--- config.mk ---
export PLATFORM = sky130hd
export DESIGN_NAME = stopwatch_counter
export DESIGN_NICKNAME = d
export VERILOG_FILES = /design/src/rtl/stopwatch_pkg.sv /design/src/rtl/key_edge_sync.sv /design/src/rtl/stopwatch_counter.sv
export SDC_FILE = /design/constraint.sdc
export NUM_CORES = 1
export LEC_CHECK = 0
export CAP_MARGIN = 20
export CORE_AREA = 4 4 52 100
export CTS_CLUSTER_DIAMETER = 50
export DETAILED_ROUTE_END_ITERATION = 12
export DIE_AREA = 0 0 56 104
export PLACE_DENSITY = 0.78
export SLEW_MARGIN = 10
export SYNTH_ARGS = -nofsm -noshare
export SYNTH_HDL_FRONTEND = slang
export SYNTH_HIERARCHICAL = 1
export SYNTH_SLANG_ARGS = --single-unit
--- constraint.sdc ---
create_clock -name clk -period 3.55 [get_ports clk]
set_input_delay 0.71 -clock clk [delete_from_list [all_inputs] [get_ports clk]]
set_output_delay 0.71 -clock clk [all_outputs]
set_load 0.02 [all_outputs]
--- src/rtl/stopwatch_pkg.sv ---
// Shared types and constants for the MM:SS stopwatch.
// Holds the run-state enum, the count limits and the next-state helper.
package stopwatch_pkg;

  typedef enum logic [1:0] {
    IDLE  = 2'd0,
    RUN   = 2'd1,
    PAUSE = 2'd2
  } sw_state_t;

  localparam logic [7:0] SEC_MAX = 8'd59;
  localparam logic [7:0] MIN_MAX = 8'd59;

  // Clear always wins over start/stop when both pulses land together.
  function automatic sw_state_t sw_next_state(input sw_state_t cur,
                                              input logic start_p,
                                              input logic clear_p);
    sw_state_t nxt;
    nxt = cur;
    if (clear_p) begin
      nxt = IDLE;
    end else if (start_p) begin
      case (cur)
        IDLE:    nxt = RUN;
        RUN:     nxt = PAUSE;
        PAUSE:   nxt = RUN;
        default: nxt = IDLE;
      endcase
    end
    return nxt;
  endfunction

endpackage

--- src/rtl/key_edge_sync.sv ---
// Two-flop synchronizer plus falling-edge detector for one active-low key.
// Pulse is high for one cycle and is acted on at the 3rd edge after the key is first sampled low.
module key_edge_sync (
  input  logic clk,
  input  logic rst_n,
  input  logic key_n,
  output logic pulse
);

  logic sync1_reg;
  logic sync2_reg;
  logic prev_reg;

  // All flops reset to the released level so reset release never looks like a press.
  always_ff @(posedge clk) begin
    if (!rst_n) begin
      sync1_reg <= 1'b1;
      sync2_reg <= 1'b1;
      prev_reg  <= 1'b1;
    end else begin
      sync1_reg <= key_n;
      sync2_reg <= sync1_reg;
      prev_reg  <= sync2_reg;
    end
  end

  assign pulse = prev_reg & ~sync2_reg;

endmodule

--- src/rtl/stopwatch_counter.sv ---
// MM:SS stopwatch with start/stop and clear keys, prescaled from clk by TICK_DIV.
// Optional lap-hold display is enabled by defining STOPWATCH_LAP_EN.
module stopwatch_counter
  import stopwatch_pkg::*;
#(
  parameter int TICK_DIV = 50000000
) (
  input  logic       clk,
  input  logic       rst_n,
  input  logic       key_start_n,
  input  logic       key_clear_n,
`ifdef STOPWATCH_LAP_EN
  input  logic       key_lap_n,
  output logic       lap_hold,
`endif
  output logic [7:0] sec_out,
  output logic [7:0] min_out,
  output logic       running,
  output logic       rollover
);

  localparam int PW = $clog2(TICK_DIV);
  localparam logic [PW-1:0] PRESC_LAST = PW'(TICK_DIV - 1);
  localparam logic [PW-1:0] PRESC_ONE  = PW'(1);

  logic start_p;
  logic clear_p;

  sw_state_t     state_reg;
  sw_state_t     state_next;
  logic [PW-1:0] presc_reg;
  logic [7:0]    sec_reg;
  logic [7:0]    min_reg;
  logic          rollover_reg;
  logic          tick;

  key_edge_sync u_start_sync (
    .clk   (clk),
    .rst_n (rst_n),
    .key_n (key_start_n),
    .pulse (start_p)
  );

  key_edge_sync u_clear_sync (
    .clk   (clk),
    .rst_n (rst_n),
    .key_n (key_clear_n),
    .pulse (clear_p)
  );

  always_ff @(posedge clk) begin
    if (!rst_n) begin
      state_reg <= IDLE;
    end else begin
      state_reg <= state_next;
    end
  end

  always_comb begin
    state_next = IDLE;
    state_next = sw_next_state(state_reg, start_p, clear_p);
  end

  assign tick = (state_reg == RUN) && (presc_reg == PRESC_LAST);

  // Prescaler only moves in RUN, so a pause keeps the partial second.
  always_ff @(posedge clk) begin
    if (!rst_n) begin
      presc_reg    <= '0;
      sec_reg      <= 8'd0;
      min_reg      <= 8'd0;
      rollover_reg <= 1'b0;
    end else if (clear_p) begin
      presc_reg    <= '0;
      sec_reg      <= 8'd0;
      min_reg      <= 8'd0;
      rollover_reg <= 1'b0;
    end else begin
      rollover_reg <= 1'b0;
      if (state_reg == RUN) begin
        if (tick) begin
          presc_reg <= '0;
          if (sec_reg == SEC_MAX) begin
            sec_reg <= 8'd0;
            if (min_reg == MIN_MAX) begin
              min_reg      <= 8'd0;
              rollover_reg <= 1'b1;
            end else begin
              min_reg <= min_reg + 8'd1;
            end
          end else begin
            sec_reg <= sec_reg + 8'd1;
          end
        end else begin
          presc_reg <= presc_reg + PRESC_ONE;
        end
      end
    end
  end

  assign running  = (state_reg == RUN);
  assign rollover = rollover_reg;

`ifdef STOPWATCH_LAP_EN
  logic       lap_p;
  logic       lap_hold_reg;
  logic [7:0] lap_sec_reg;
  logic [7:0] lap_min_reg;

  key_edge_sync u_lap_sync (
    .clk   (clk),
    .rst_n (rst_n),
    .key_n (key_lap_n),
    .pulse (lap_p)
  );

  // Lap toggles a frozen snapshot of the pre-edge counts; only honoured while running.
  always_ff @(posedge clk) begin
    if (!rst_n) begin
      lap_hold_reg <= 1'b0;
      lap_sec_reg  <= 8'd0;
      lap_min_reg  <= 8'd0;
    end else if (clear_p) begin
      lap_hold_reg <= 1'b0;
    end else if (lap_p && (state_reg == RUN)) begin
      if (lap_hold_reg) begin
        lap_hold_reg <= 1'b0;
      end else begin
        lap_hold_reg <= 1'b1;
        lap_sec_reg  <= sec_reg;
        lap_min_reg  <= min_reg;
      end
    end
  end

  assign lap_hold = lap_hold_reg;
  assign sec_out  = lap_hold_reg ? lap_sec_reg : sec_reg;
  assign min_out  = lap_hold_reg ? lap_min_reg : min_reg;
`else
  assign sec_out = sec_reg;
  assign min_out = min_reg;
`endif

endmodule

Word-level counts from Yosys, hierarchy flattened:

Index checks and enable logic that the tools add are counted.

* add/subtract/negate cells: 3
* equality and inequality tests: 5
* multiplexer cells: 5
* bitwise logic cells: 8
* reductions and logical operators: 7

Operators with widths (count)
* 26-bit by 1-bit adder with 26-bit output, second input constant: 1
* 26-bit equality test, second input constant: 1
* 26-bit 2-to-1 mux: 1
* 8-bit by 1-bit adder with 8-bit output, second input constant: 2
* 8-bit by 6-bit equality test with 1-bit output, second input constant: 2
* 8-bit 2-to-1 mux: 2
* 1-bit inverter: 6
* 5-bit OR reduction: 1
* 2-bit case mux with 2 select lines: 1
* 2-bit OR reduction: 2
* 3-bit AND reduction: 1
* 1-bit bitwise AND: 2
* 2-bit by 1-bit equality test with 1-bit output, second input constant: 1
* 2-bit equality test, second input constant: 1
* 2-bit zero test: 1
* 2-bit AND reduction: 1
* 1-bit logical AND: 1
* 1-bit 2-to-1 mux: 1

* register bits: 51
* input port bits: 4
* output and inout bits: 18
* word-level logic and storage cells: 39

Logic depth before layout (Yosys ltp):

* depth after elaboration: 4
* mapped depth: 7
* depth with buffers taken out: 6

By module:

Netlist, hierarchy kept.

Modules (own cells, without submodules)
* stopwatch_counter: instances 1, cells an instance 249, area an instance 2182.1 um^2
* key_edge_sync: instances 2, cells an instance 7, area an instance 85.1 um^2

Worst setup path after synthesis:

No wires, ideal clock.

* path kind: flip-flop to flip-flop
* start: register sec_reg[0], in the netlist sec_out[0]
* end: register min_reg[0], in the netlist min_out[0]
* library setup time: 71 ps
* arrival time: 1976 ps
* required time: 3479 ps
* setup slack: 1503 ps
* cell stages (with the launch flop): 8
* period minus slack after synthesis: 2047 ps
* path through: dfxtp_1 > ha_1 > nor4b_1 > and4_1 > nand4_1 > buf_2 > or3b_1 > a21oi_1

* longest elaborated chain between the ends: 2

Ends and longest elaborated chain
* start: declaration: RTL line stopwatch_counter.sv:32 `logic [7:0] sec_reg;`
* start signal: assignment: RTL line stopwatch_counter.sv:92 `sec_reg <= sec_reg + 8'd1;`
* 8-bit by 6-bit equality test with 1-bit output: RTL line stopwatch_counter.sv:83 `if (sec_reg == SEC_MAX) begin`
* 3-bit AND reduction (no source line)
* end signal: assignment: RTL line stopwatch_counter.sv:89 `min_reg <= min_reg + 8'd1;`
* end: declaration: RTL line stopwatch_counter.sv:33 `logic [7:0] min_reg;`

Every way passes these cells.
A chain may end at the register's enable or synchronous reset.

Worst setup path after layout:

* start: register sec_reg[0], in the netlist sec_out[0]
* end: register min_reg[7], in the netlist min_out[7]

Same word-level chain as after synthesis.

==> results.yml <==
synth:
  synth_area_mm2: 0.002352
  ys_ff_latch: 51
  synth_compound_area_frac: 0.08404
  synth_flop_cell: "dfxtp_1"
  synth_seq_area_share: 0.4340
  synth-simple-area-share: 0.3399
  synth.avg_cell_area_um2: 8.944
  synthAdderAreaFrac: 0.01596
  synth_edf_count: 0
  synth_top_family_by_area: "simple AND/OR/NAND/NOR gates"
  yosysUniqueCellTypes: 44
  synth_xor_area_frac: 0.09681
  synthCells: 263
  synth_warnings: 6
  syn_nets: 270
  async_flop_share: 0
  synthMuxAreaShare: 0.008511
setup_path:
  worst-setup-path-type: "flip-flop to flip-flop"
  cp_data_arrival_time_ns: 2.67
  required_ns: 3.79
  crit_path_max_incr_delay_ns: 0.51
  start_kind: "flip-flop"
  worstSetupEndpointType: "flip-flop"
  path_max_fanout: 12
  worstPathCellList: "ha_1, nor4b_1, and4_1, nand4_1, a21oi_1, o2bb2ai_1"
  slowest_stage: "a21oi_1"
finish:
  final_core_util: 0.6069
  area_growth_pct: 14.15
  final_cells: 340
  ff_latch_area_mm2: 0.001021
  largest_reg_flops: 26
  multi_input_area_mm2: 0.001282
  diodes: 0
  nNetsFinal: 292
  drive_gt1_frac: 0.05594
  fill_cells: 409
route:
  dr.pass1.iters: 4
  drt-total-wl_um: 5076
  drc: 0
  avgRoutedWirePerCell_um: 14.93
  route.vias.total: 1998
  drt_iter0_drc: 29
  routed_via_density: 5.876
  postRouteAntennaNets: 0
clock_tree:
  cts_tree: "yes"
  cts_sinks: 51
  clk_pin_slew_worst_paths_ns: 0.09
  numCtsBuffers: 5
  htreeDepth: 2
  cts_max_path_buffers: 2
  insertion_delay_ns: 0.31
  cts_root_buf: "clkbuf_8"
  post_cts_buffers: 0
  ctsResizeCount: 0
  hold_buffers: 0
timing:
  tns_ns: 0
  hold_slack_ns: 0.4235
  rsz0062_at_grt: "false"
  fmaxAchievable_mhz: 410.6
  skew_ns: 0.01517
  setup_viol: 0
  hold_viol: 0
  min_period_over_period: 0.6860
  slew_violations: 0
  worst_slew_pin_slew_ns: 1.026
  fin_crit_ns: 2.435
  slew-limit-headroom: 0.3094
job:
  cap_violations: 0
outcome:
  status: "finished, final reports clean"
floorplan:
  die_w_um: 56
  die_h_um: 104
  dieArea_mm2: 0.005824
  coreArea_mm2: 0.004424
  initial_core_util: 0.5317
  row_count: 34
  design.portCount: 22
global_routing:
  antenna_found_initial: 0
  grt_pass1_wl_um: 8569
  gr-total-overflow: 0
  grtUsageTotal: 0.1788
  grt_max_degree: 24
  grt_pass1_vias: 1996
hold_path:
  holdCritPathClass: "flip-flop to flip-flop"
pwr:
  p_total_mw: 0.9391
  cellLeakagePower_nw: 0.9534
  power_per_cell_area_mw_per_mm2: 349.8
  vdd_ir_drop_max_uv: 427.7
placed_design:
  port_buffers: 21
  dp_hpwl_um: 3806
  dp_cells: 332
  place_congestion: 0.8198
-- power by group --
group / internal, mW / switching (mW) / total, mW / leakage [nW]
logic: 0.00901 / 0.0168 / 0.0259 / 0.500
registers: 0.576 / 0.00243 / 0.578 / 0.412
clock network: 0.142 / 0.193 / 0.335 / 0.0418
-- cells in the final DEF, fill, tap and decap left out, types with 2 or more instances in the layout --
cell type / count
a21oi_1: 15
a41oi_1: 2
and2_1: 2
and3_1: 8
and4_1: 2
clkbuf_8: 5
clkdlybuf4s50_1: 21
dfxtp_1: 51
ha_1: 3
inv_1: 4
mux2i_1: 2
nand2_1: 18
nand2b_1: 7
nand3_1: 16
nand4_1: 14
nand4b_1: 2
nor2_1: 34
nor2b_1: 3
nor3_1: 7
nor4_1: 5
nor4b_1: 5
o211a_1: 2
o21ai_0: 5
o2bb2ai_1: 3
or3_1: 4
or4_1: 2
xnor2_1: 9
xor2_1: 17
-- layout make-up --
cell class	instances	area share
clock buffers	6	0.02703
clock inverters	2	0.006058
inverters	4	0.005592
multi-input cells	202	0.4776
flip-flops and latches	51	0.3802
well taps	54	0.02516
repair buffers	21	0.07829
-- final timing paths --
kind	end	startpoint	slack (ns)	cells after the start
max	min_out[7]	sec_out[0]	1.11	6
min	u_clear_sync/sync2_reg	u_clear_sync/sync1_reg	0.42	1
max reg2reg	min_out[7]	sec_out[0]	1.11	6
min reg2reg	u_clear_sync/sync2_reg	u_clear_sync/sync1_reg	0.42	1
-- kinds of logic after synthesis --
family	after synthesis
and+or+nand+nor	140
DFF	51
AOI/OAI and AO/OA	31
xor gates and xnor gates	26
buffers and inverters	10
adders and majority gates	3
muxes	2
-- per-layer routing --
layer / GRT usage / routed length (µm) / share of wire
met2: 0.3467 / 2886 / 0.57
met4: 0.07301 / 119 / 0.023
met1: 0.1745 / 1936 / 0.38
met3: 0.03727 / 134 / 0.026
met5: 0 / 0 / 0
-- critical path: cells and delay by family (launching register included) --
kind	cells	cell delay (ns)
flip-flops	1	0.44
AND/OR/NAND/NOR	3	1.00
adder cells (fa/ha/maj)	1	0.26
AO/OA/AOI/OAI	2	0.67
-- stage by stage --
step / worst slack [ns] / area, µm²
after floorplan: 1.503 / 2352
after global placement: 1.047 / 2596
after detailed placement: 0.9730 / 2596
after CTS: 1.098 / 2685
after global routing: 0.8527 / 2685
final: 1.115 / 2685
-- synthesized netlist by cell type (4+ instances only) --
cell type / instances / area (µm²)
a21oi_1: 15 / 75.07
o21ai_0: 5 / 25.02
nor4b_1: 5 / 43.79
and3_1: 8 / 50.05
nand4_1: 14 / 87.58
nand2b_1: 7 / 43.79
nor2_1: 34 / 127.6
nor3_1: 7 / 35.03
inv_1: 4 / 15.01
nor4_1: 5 / 31.28
nand2_1: 18 / 67.56
nand3_1: 16 / 80.08
dfxtp_1: 51 / 1021
or3_1: 4 / 25.02
xnor2_1: 9 / 78.83
xor2_1: 17 / 148.9
Note: power is estimated with default switching activity, not from simulation.
